### src/rtl/gumnut_port_pkg.sv
`default_nettype none
// ============================================================================
// Module  : gumnut_port_pkg
// Purpose : Shared definitions for the Gumnut port-mapped timer:
//           register offsets, CTRL/STATUS bit positions and the bus FSM
//           state type.
// Rev     : 1.0  initial release
// ============================================================================
package gumnut_port_pkg;

  // Register offsets within the four-port window
  localparam logic [1:0] OFS_CTRL   = 2'd0;
  localparam logic [1:0] OFS_STATUS = 2'd1;
  localparam logic [1:0] OFS_RELOAD = 2'd2;
  localparam logic [1:0] OFS_COUNT  = 2'd3;

  // CTRL bit positions
  localparam int CTRL_EN = 0;
  localparam int CTRL_IE = 1;
  localparam int CTRL_AR = 2;

  // STATUS bit positions
  localparam int STAT_EXP  = 0;
  localparam int STAT_PEND = 1;

  // Bus responder states
  typedef enum logic [1:0] {
    IDLE = 2'd0,
    WAIT = 2'd1,
    ACK  = 2'd2
  } port_fsm_t;

endpackage : gumnut_port_pkg
`default_nettype wire

### src/rtl/gumnut_port_timer_core.sv
`default_nettype none
// ============================================================================
// Module  : port_timer_core
// Purpose : Prescaler, 8-bit down-counter, expiry flag and interrupt
//           pending flag of the Gumnut port timer.
// Ports   : clk_i/rst_i     clock, synchronous active-high reset
//           *_we_i          one-cycle decoded register write strobes
//           wdata_i         write data for the strobed register
//           int_ack_i       interrupt acknowledge pulse from the core
//           ctrl_o          {AR, IE, EN}
//           exp_o, pend_o   expiry flag, interrupt pending flag
//           reload_o        RELOAD register
//           count_o         current COUNT value
// Rev     : 1.0  initial release
// ============================================================================
module port_timer_core
  import gumnut_port_pkg::*;
#(
  parameter int PRESCALE = 16
) (
  input  logic       clk_i,
  input  logic       rst_i,
  input  logic       ctrl_we_i,
  input  logic       status_we_i,
  input  logic       reload_we_i,
  input  logic       count_we_i,
  input  logic [7:0] wdata_i,
  input  logic       int_ack_i,
  output logic [2:0] ctrl_o,
  output logic       exp_o,
  output logic       pend_o,
  output logic [7:0] reload_o,
  output logic [7:0] count_o
);

  localparam logic [7:0] PS_LAST = 8'(PRESCALE - 1);

  logic [2:0] ctrl_q,   ctrl_d;
  logic       exp_q,    exp_d;
  logic       pend_q,   pend_d;
  logic [7:0] reload_q, reload_d;
  logic [7:0] count_q,  count_d;
  logic [7:0] presc_q,  presc_d;
  logic       tick;

  always_comb begin
    ctrl_d   = ctrl_q;
    exp_d    = exp_q;
    pend_d   = pend_q;
    reload_d = reload_q;
    count_d  = count_q;
    presc_d  = presc_q;

    tick = ctrl_q[CTRL_EN] && (presc_q == PS_LAST);

    if (ctrl_q[CTRL_EN]) begin
      presc_d = tick ? 8'd0 : presc_q + 8'd1;
    end

    // Clears are evaluated before the expiry sets so that a coincident
    // expiry leaves the flags set.
    if (status_we_i && wdata_i[STAT_EXP]) begin
      exp_d  = 1'b0;
      pend_d = 1'b0;
    end
    if (int_ack_i) begin
      pend_d = 1'b0;
    end

    if (tick) begin
      if (count_q != 8'd0) begin
        count_d = count_q - 8'd1;
      end else begin
        exp_d = 1'b1;
        if (ctrl_q[CTRL_IE]) begin
          pend_d = 1'b1;
        end
        if (ctrl_q[CTRL_AR]) begin
          count_d = reload_q;
        end else begin
          ctrl_d[CTRL_EN] = 1'b0;
        end
      end
    end

    // Register writes come last so they override the tick's effect on
    // COUNT and on the CTRL bits.
    if (reload_we_i) begin
      reload_d = wdata_i;
    end
    if (count_we_i) begin
      count_d = wdata_i;
      presc_d = 8'd0;
    end
    if (ctrl_we_i) begin
      ctrl_d = wdata_i[2:0];
      if (!ctrl_q[CTRL_EN] && wdata_i[CTRL_EN]) begin
        count_d = reload_q;
        presc_d = 8'd0;
      end
    end
  end

  always_ff @(posedge clk_i) begin
    if (rst_i) begin
      ctrl_q   <= 3'd0;
      exp_q    <= 1'b0;
      pend_q   <= 1'b0;
      reload_q <= 8'hFF;
      count_q  <= 8'd0;
      presc_q  <= 8'd0;
    end else begin
      ctrl_q   <= ctrl_d;
      exp_q    <= exp_d;
      pend_q   <= pend_d;
      reload_q <= reload_d;
      count_q  <= count_d;
      presc_q  <= presc_d;
    end
  end

  assign ctrl_o   = ctrl_q;
  assign exp_o    = exp_q;
  assign pend_o   = pend_q;
  assign reload_o = reload_q;
  assign count_o  = count_q;

endmodule : port_timer_core
`default_nettype wire

### src/rtl/gumnut_port_timer.sv
`default_nettype none
// ============================================================================
// Module  : gumnut_port_timer
// Purpose : Port-bus responder for the Gumnut core wrapping an 8-bit
//           programmable down-counter timer. Decodes BASE_ADDR..+3,
//           acknowledges after WAIT_STATES extra cycles and drives the
//           interrupt request.
// Ports   : clk_i, rst_i           clock, synchronous active-high reset
//           port_cyc_i/stb_i       bus cycle / strobe from the core
//           port_we_i              1 = write, 0 = read
//           port_adr_i/dat_i       address / write data
//           port_dat_o             read data, zero outside the ack cycle
//           port_ack_o             one-cycle acknowledge
//           int_req_o / int_ack_i  interrupt request / acknowledge
// Rev     : 1.0  initial release
// ============================================================================
module gumnut_port_timer
  import gumnut_port_pkg::*;
#(
  parameter logic [7:0] BASE_ADDR   = 8'h10,
  parameter int         PRESCALE    = 16,
  parameter int         WAIT_STATES = 1
) (
  input  logic       clk_i,
  input  logic       rst_i,
  input  logic       port_cyc_i,
  input  logic       port_stb_i,
  input  logic       port_we_i,
  input  logic [7:0] port_adr_i,
  input  logic [7:0] port_dat_i,
  output logic [7:0] port_dat_o,
  output logic       port_ack_o,
  output logic       int_req_o,
  input  logic       int_ack_i
);

  localparam logic [2:0] WS_LAST = 3'((WAIT_STATES > 0) ? WAIT_STATES - 1 : 0);

  port_fsm_t  state_q, state_d;
  logic [2:0] wcnt_q,  wcnt_d;
  logic       we_q,    we_d;
  logic [1:0] off_q,   off_d;
  logic [7:0] wdat_q,  wdat_d;
  logic [7:0] rdat_q,  rdat_d;

  logic       req;
  logic       enter_ack;
  logic [1:0] rd_off;
  logic       rd_we;
  logic [7:0] rd_val;
  logic       commit;

  logic [2:0] ctrl;
  logic       exp_flag;
  logic       pend_flag;
  logic [7:0] reload;
  logic [7:0] count;

  assign req = port_cyc_i && port_stb_i && (port_adr_i[7:2] == BASE_ADDR[7:2]);

  always_comb begin
    state_d   = state_q;
    wcnt_d    = wcnt_q;
    we_d      = we_q;
    off_d     = off_q;
    wdat_d    = wdat_q;
    enter_ack = 1'b0;

    case (state_q)
      IDLE: begin
        if (req) begin
          we_d   = port_we_i;
          off_d  = port_adr_i[1:0];
          wdat_d = port_dat_i;
          if (WAIT_STATES == 0) begin
            state_d   = ACK;
            enter_ack = 1'b1;
          end else begin
            state_d = WAIT;
            wcnt_d  = WS_LAST;
          end
        end
      end
      WAIT: begin
        // The core withdrawing the request cancels the access outright.
        if (!(port_cyc_i && port_stb_i)) begin
          state_d = IDLE;
        end else if (wcnt_q == 3'd0) begin
          state_d   = ACK;
          enter_ack = 1'b1;
        end else begin
          wcnt_d = wcnt_q - 3'd1;
        end
      end
      ACK: begin
        state_d = IDLE;
      end
      default: begin
        state_d = IDLE;
      end
    endcase
  end

  // With zero wait states the request fields are not latched yet when the
  // read data is captured, so take them straight from the bus.
  assign rd_off = (state_q == IDLE) ? port_adr_i[1:0] : off_q;
  assign rd_we  = (state_q == IDLE) ? port_we_i       : we_q;

  always_comb begin
    rd_val = 8'h00;
    case (rd_off)
      OFS_CTRL:   rd_val = {5'b0, ctrl};
      OFS_STATUS: rd_val = {6'b0, pend_flag, exp_flag};
      OFS_RELOAD: rd_val = reload;
      OFS_COUNT:  rd_val = count;
      default:    rd_val = 8'h00;
    endcase
    rdat_d = (enter_ack && !rd_we) ? rd_val : 8'h00;
  end

  always_ff @(posedge clk_i) begin
    if (rst_i) begin
      state_q <= IDLE;
      wcnt_q  <= 3'd0;
      we_q    <= 1'b0;
      off_q   <= 2'd0;
      wdat_q  <= 8'd0;
      rdat_q  <= 8'd0;
    end else begin
      state_q <= state_d;
      wcnt_q  <= wcnt_d;
      we_q    <= we_d;
      off_q   <= off_d;
      wdat_q  <= wdat_d;
      rdat_q  <= rdat_d;
    end
  end

  // Writes take effect on the edge that closes the ACK cycle.
  assign commit = (state_q == ACK) && we_q;

  port_timer_core #(
    .PRESCALE (PRESCALE)
  ) u_core (
    .clk_i       (clk_i),
    .rst_i       (rst_i),
    .ctrl_we_i   (commit && (off_q == OFS_CTRL)),
    .status_we_i (commit && (off_q == OFS_STATUS)),
    .reload_we_i (commit && (off_q == OFS_RELOAD)),
    .count_we_i  (commit && (off_q == OFS_COUNT)),
    .wdata_i     (wdat_q),
    .int_ack_i   (int_ack_i),
    .ctrl_o      (ctrl),
    .exp_o       (exp_flag),
    .pend_o      (pend_flag),
    .reload_o    (reload),
    .count_o     (count)
  );

  assign port_ack_o = (state_q == ACK);
  assign port_dat_o = rdat_q;
  assign int_req_o  = pend_flag;

endmodule : gumnut_port_timer
`default_nettype wire

### config.mk
export PLATFORM = sky130hd
export DESIGN_NAME = gumnut_port_timer
export DESIGN_NICKNAME = d
export VERILOG_FILES = /design/src/rtl/gumnut_port_pkg.sv /design/src/rtl/gumnut_port_timer_core.sv /design/src/rtl/gumnut_port_timer.sv
export SDC_FILE = /design/constraint.sdc
export NUM_CORES = 1
export LEC_CHECK = 0
export CORE_MARGIN = 1
export CORE_UTILIZATION = 55
export DETAILED_ROUTE_END_ITERATION = 8
export PLACE_DENSITY = 0.82
export SYNTH_ARGS = -nofsm -noshare
export SYNTH_HDL_FRONTEND = slang
export SYNTH_SLANG_ARGS = --single-unit
### constraint.sdc
create_clock -name clk_i -period 2.4 [get_ports clk_i]
set_clock_uncertainty 0.1 [all_clocks]
set_input_delay 0.48 -clock clk_i [delete_from_list [all_inputs] [get_ports clk_i]]
set_output_delay 0.48 -clock clk_i [all_outputs]
set_load 0.03 [all_outputs]
=== Yosys cells after proc, flatten, opt, wreduce, memory -nomap -nowiden ===
Cells that the tools add are included.

* Bitwise logic cells: 1
* Muxes and demuxes: 37
* Equal/unequal tests: 16
* Add/sub/neg operators: 3
* Reduce and logical (&&, ||, !) cells: 25

{| class="wikitable"
|+ Operators with widths
! kind !! number
|-
| 8-bit 2-to-1 mux || 11
|-
| 8-bit one-hot mux with 4 select lines || 1
|-
| 1-bit 2-to-1 mux || 16
|-
| 1-bit logical AND || 11
|-
| 2-bit == test, second input constant || 5
|-
| 3-bit 2-to-1 mux || 3
|-
| 8-bit by 1-bit adder with 8-bit output, second input constant || 1
|-
| 8-bit by 4-bit == test with 1-bit output, second input constant || 1
|-
| 2-bit 2-to-1 mux || 4
|-
| 8-bit nonzero test || 1
|-
| 8-bit by 1-bit subtractor with 8-bit output, second input constant || 1
|-
| 2-bit by 1-bit == test with 1-bit output, second input constant || 3
|-
| 6-bit by 3-bit == test with 1-bit output, second input constant || 1
|-
| 2-bit logical NOT || 3
|-
| 2-bit != test, second input constant || 3
|-
| 3-bit one-hot mux with 2 select lines || 1
|-
| 2-bit by 1-bit != test with 1-bit output, second input constant || 2
|-
| 2-bit one-hot mux with 2 select lines || 1
|-
| 2-bit AND reduction || 2
|-
| 4-bit AND reduction || 1
|-
| 2-bit nonzero test || 2
|-
| 3-bit logical NOT || 1
|-
| 3-bit != test, second input constant || 1
|-
| 3-bit AND reduction || 1
|-
| 4 further kinds || 5
|}

* Register bits: 53

=== Longest topological paths before layout ===
Gate-level depths: netlist (run 1).

* Depth after elaboration: 9
* Depth in mapped cells: 7

=== Modules after synthesis ===
A second synthesis (run 1) with hierarchy kept.

* Cells, all modules: 287
* Area, all modules: 2677.6 um^2

{| class="wikitable"
|+ By module, submodules not included
! module !! cells each !! times used !! area each (um^2) !! seq. area each (um^2)
|-
| port_timer_core || 179 || 1 || 1580.3 || 580.6
|-
| gumnut_port_timer || 108 || 1 || 1097.3 || 480.5
|}

=== Least setup slack after synthesis (run 1) ===
Ideal clock, no wire load.

* Path kind: register to register
* Start point: reg u_core.count_q[0], in the netlist u_core.count_o[0]
* End point: reg u_core.count_q[2], in the netlist u_core.count_o[2]
* Required time: 2166 ps
* Stages on the path, launching flop included: 8
* Period minus slack after synthesis: 1849 ps
* Arrival: 1615 ps
* Path slack: 551 ps
* Cell sequence: dfxtp_1 > inv_1 > ha_1 > nor3b_1 > nand2_1 > mux2_1 > o2111ai_1 > a211oi_1

* Longest elaborated chain between the ends: 6
* Elaborated cells between the ends (all ways): 7
* Classes of those cells: add/sub: 1; mux: 5; reduce/logical: 1

{| class="wikitable"
|+ Ends and longest elaborated chain
! item !! RTL line !! RTL
|-
| start, declared || gumnut_port_timer_core.sv:42 || <nowiki>logic [7:0] count_q, count_d;</nowiki>
|-
| start signal, assigned || gumnut_port_timer_core.sv:117 || <nowiki>count_q <= count_d;</nowiki>
|-
| 8-bit by 1-bit subtractor with 8-bit output or 8-bit nonzero test (tied branches) || gumnut_port_timer_core.sv:72, gumnut_port_timer_core.sv:71 ||
|-
| 8-bit 2-to-1 mux * || gumnut_port_timer_core.sv:71 || <nowiki>if (count_q != 8'd0) begin</nowiki>
|-
| 8-bit 2-to-1 mux * || gumnut_port_timer_core.sv:70 || <nowiki>if (tick) begin</nowiki>
|-
| 8-bit 2-to-1 mux * || gumnut_port_timer_core.sv:91 || <nowiki>if (count_we_i) begin</nowiki>
|-
| 8-bit 2-to-1 mux || gumnut_port_timer_core.sv:97 || <nowiki>if (!ctrl_q[CTRL_EN] && wdata_i[CTRL_EN]) begin</nowiki>
|-
| 8-bit 2-to-1 mux * || gumnut_port_timer_core.sv:95 || <nowiki>if (ctrl_we_i) begin</nowiki>
|}

Every way passes the cells marked *; elsewhere a longest branch is shown, timed or not.
A chain may end at the register's enable or synchronous reset.

=== Final worst setup path (run 1) ===
* Start point: reg state_q[0]
* End point: out port_ack_o

* Longest elaborated chain between the ends: 1

{| class="wikitable"
|+ Ends and longest elaborated chain
! item !! RTL line !! RTL
|-
| start, declared || gumnut_port_timer.sv:39 || <nowiki>port_fsm_t state_q, state_d;</nowiki>
|-
| start signal, assigned || gumnut_port_timer.sv:130 || <nowiki>state_q <= state_d;</nowiki>
|-
| 2-bit == test || gumnut_port_timer.sv:160 || <nowiki>assign port_ack_o = (state_q == ACK);</nowiki>
|-
| end, declared || gumnut_port_timer.sv:32 || <nowiki>output logic port_ack_o,</nowiki>
|}

No other way between the ends.

==> run metrics, run 1 <==
outcome=complete, no violations; DR DRC count=0; Iteration-0 DRC Markers=181; Routed WL per cell=14.9 um; CP endpoint=port_ack_o; Max Root-Sink Buffers=2; critical path type=register to primary output; CTS H-tree depth=2; Max Fclk=445 MHz; Worst EP required=1.82 ns; CTS tree=built; Fin. Hold Viols=0; RSZ-0062 raised after global routing=no; Setup-failing EPs final=0; sequential area share after synthesis=0.397; EDFF count, synth=0; Final TNS setup=0 ns; largest net degree at the start of global routing=39; Die ar.=5150 um2; post-route design area=3150 um2; Setup crit start=state_q[0]; Port Buffers=31; DR pass1 iterations=4; CP Cell Sequence=and2b_4 -> clkdlybuf4s50_1; Yosys cell types=57; Final HPWL DP=4.18 mm; crit path max fanout=7; DIE HEIGHT=71.7 um; Post-Place Setup Slack=between 0.2 and 0.25 ns; async set-or-reset flop fraction in the synthesized netlist=0; layout cells sized above 1=0.0939; reg2reg end=u_core.count_o[2]; power share of the combinational group=0.049; worst r2r src=u_core.count_o[0]; MaxCap Viol Count=0; post_cts resized=0; final worst setup slack=0.151 ns; PwrDens=approximately 500 nW/um2; gpl congestion=0.814; CTS Buf Count=5; total power=1.58 mW; syn_area_per_cell=8.95 um2; Fill cells=369; Initial Util=0.570; reg2reg setup slack=0.23 ns; Synth Register Bits=53; crit share post-route=0.937; Clock Pin Slew Worst Setup and Hold Paths=0.09 ns; Gate Count Post-Synth=299; leakage=1.19 nW; hold slack=between 0.3 and 0.4 ns; Worst setup SP type=register; Seq. cell area=1060 um2; HP Class=register to register; area of the multi-input gates=1490 um2; worst-skew pair later-pin latency=0.30 ns; switch share=0.201; postcts setup bufs=0; vias post-DR=2,243; routed vias/inst=5.84; synth warn=0; Peak VDD IR=452 uV; min cycle time layout=2.25 ns; Main synth FF type=dfxtp_1; Worst-Margin Slew=0.659 ns; Critical Path Max Stage Delay=0.68 ns; internal power=1.26 mW; R2R depth=7; CP endpoint kind=primary output; relative slew slack=0.558; Routed Antenna Nets=0; total global-route track usage=0.249; Critical Path AT=about 1.7 ns; vias in the first global route=2,112; Psw=approximately 320 uW; cts hold-fix bufs=0; clock power share=0.395; Worst Hold Path Cells=2; placed instance area=3030 um2; row count=25; GRT Residual Overflow=0; antenna violations before repair=0; Synth Net Count=326; clk sinks=53; die width=71.7 um; WL final=5.72 mm; Layout Nets=356; Placeable Area=4690 um2; Area growth syn-to-layout=17.9%; Slew Limit Fails=0; I/O Pins=32; first-pass GRT wire length=~10 mm; post-synthesis cell area=2680 um2; Seq pwr share=0.556; slowest CP cell=clkdlybuf4s50_1; Ant. Diodes=0; Root Buffer=clkbuf_8
[placed cells by master, fill, tap and decap left out, types with 2 or more instances in the layout]
| cell | netlist | routed |
|---|---|---|
| clkdlybuf4s50_1 | 0 | 31 |
| nor2_1 | 43 | 43 |
| xnor2_1 | 2 | 2 |
| a21oi_1 | 11 | 11 |
| nor2b_1 | 4 | 4 |
| a211oi_1 | 4 | 4 |
| xor2_1 | 3 | 3 |
| o22ai_1 | 3 | 3 |
| nand2b_1 | 3 | 3 |
| inv_1 | 14 | 14 |
| nor3_1 | 4 | 4 |
| ha_1 | 5 | 5 |
| nor3b_1 | 2 | 2 |
| and4_1 | 2 | 2 |
| nand4b_1 | 2 | 2 |
| buf_4 | 1 | 6 |
| nand3b_1 | 3 | 3 |
| and2_1 | 9 | 9 |
| mux4_2 | 2 | 2 |
| or3_1 | 3 | 3 |
| nand3_1 | 8 | 8 |
| mux2_1 | 2 | 2 |
| mux2i_1 | 21 | 21 |
| o21ai_1 | 2 | 2 |
| o21ai_0 | 11 | 11 |
| o32ai_1 | 3 | 3 |
| clkbuf_8 | 0 | 6 |
| nand2_1 | 15 | 15 |
| dfxtp_1 | 53 | 53 |
| a211o_1 | 9 | 9 |
| a22oi_1 | 7 | 7 |
| nor3_2 | 3 | 3 |
| nand4_1 | 8 | 8 |
[sequential cells by signal, indices dropped and copies added (netlist names)]
signal           cells
wdat_q               8
u_core.count_o       8
u_core.presc_q       8
u_core.ctrl_o        3
wcnt_q               3
off_q                2
u_core.pend_o        1
state_q              2
we_q                 1
port_dat_o           8
u_core.exp_o         1
u_core.reload_o      8
[critical path, delay by kind of cell, from the launching register on]
family / cells / cell delay, ns
buffers and inverters: 1 / 0.68
DFF: 1 / 0.39
and+or+nand+nor: 1 / 0.30
[synthesized netlist by cell type (all sizes together), types with 5 or more instances]
library cell	instances	area (um2)
nor2	45	179
dfxtp	53	1060
a21oi	11	55.1
nand3	8	40.0
buf	8	42.5
nor3	7	50.1
mux2i	23	246
a211o	9	78.8
nand2	15	56.3
and2	9	56.3
ha	5	62.6
o21ai	13	65.1
inv	15	56.3
nand4	8	50.1
a22oi	7	52.6
clkbuf	6	22.5
[logic make-up after synthesis]
| family | share of synthesized area |
|---|---|
| compound gates | 0.144 |
| xor+xnor | 0.0164 |
| fa+ha+maj | 0.0234 |
| buf+inv | 0.0454 |
| flops | 0.397 |
| mux | 0.117 |
| simple gates | 0.257 |
[metrics by stage]
| step | instances | util |
|---|---|---|
| floorplan | 299 | - |
| global placement | 376 | 0.646 |
| detailed placement | 376 | 0.646 |
| CTS | 384 | 0.672 |
| global route | 384 | 0.672 |
| finish | 384 | 0.672 |
[final cells by class]
| type | instances | share of cell area |
|---|---|---|
| timing repair buffer | 37 | 0.113 |
| clock inverter | 2 | 0.0119 |
| inverter | 15 | 0.0179 |
| clock buffer | 6 | 0.0262 |
| sequential | 53 | 0.337 |
| multi-input combinational | 217 | 0.473 |
| tap | 54 | 0.0214 |
[layer usage]
layer	global-route usage	wire [um]
met1	0.342	2650
met4	0.0850	85
met3	0.0563	284
met2	0.387	2710
met5	0	0
[how the worst min path moves through the flow]
stage,from,endpoint
2_1_floorplan,u_core.exp_o,u_core.exp_o
3_3_place_gp,u_core.exp_o,u_core.exp_o
3_5_place_dp,u_core.exp_o,u_core.exp_o
4_1_cts,u_core.exp_o,u_core.exp_o
5_1_grt,u_core.exp_o,u_core.exp_o
6_report,u_core.exp_o,u_core.exp_o
[power groups by stage]
stage | sequential, mW | combinational, mW | clock, mW
after floorplan | 0.900 | 0.0326 | 0
after global placement | 0.900 | 0.0764 | 0
after detailed placement | 0.900 | 0.0771 | 0
after CTS | 0.880 | 0.0772 | 0.637
after global routing | 0.880 | 0.0834 | 0.682
final | 0.880 | 0.0768 | 0.625
No activity file was read; power rests on OpenSTA's default activity.
==> run 2: changes to the inputs <==
--- a/config.mk
+++ b/config.mk
@@ -7,8 +7,10 @@
 export LEC_CHECK = 0
 export CORE_MARGIN = 1
 export CORE_UTILIZATION = 55
+export CTS_BUF_LIST = sky130_fd_sc_hd__clkbuf_8
 export DETAILED_ROUTE_END_ITERATION = 8
 export PLACE_DENSITY = 0.82
+export SLEW_MARGIN = 20
 export SYNTH_ARGS = -nofsm -noshare
 export SYNTH_HDL_FRONTEND = slang
 export SYNTH_SLANG_ARGS = --single-unit
==> results of run 2 <==
Final layout, timing and power as in run 1 (identical DEF).
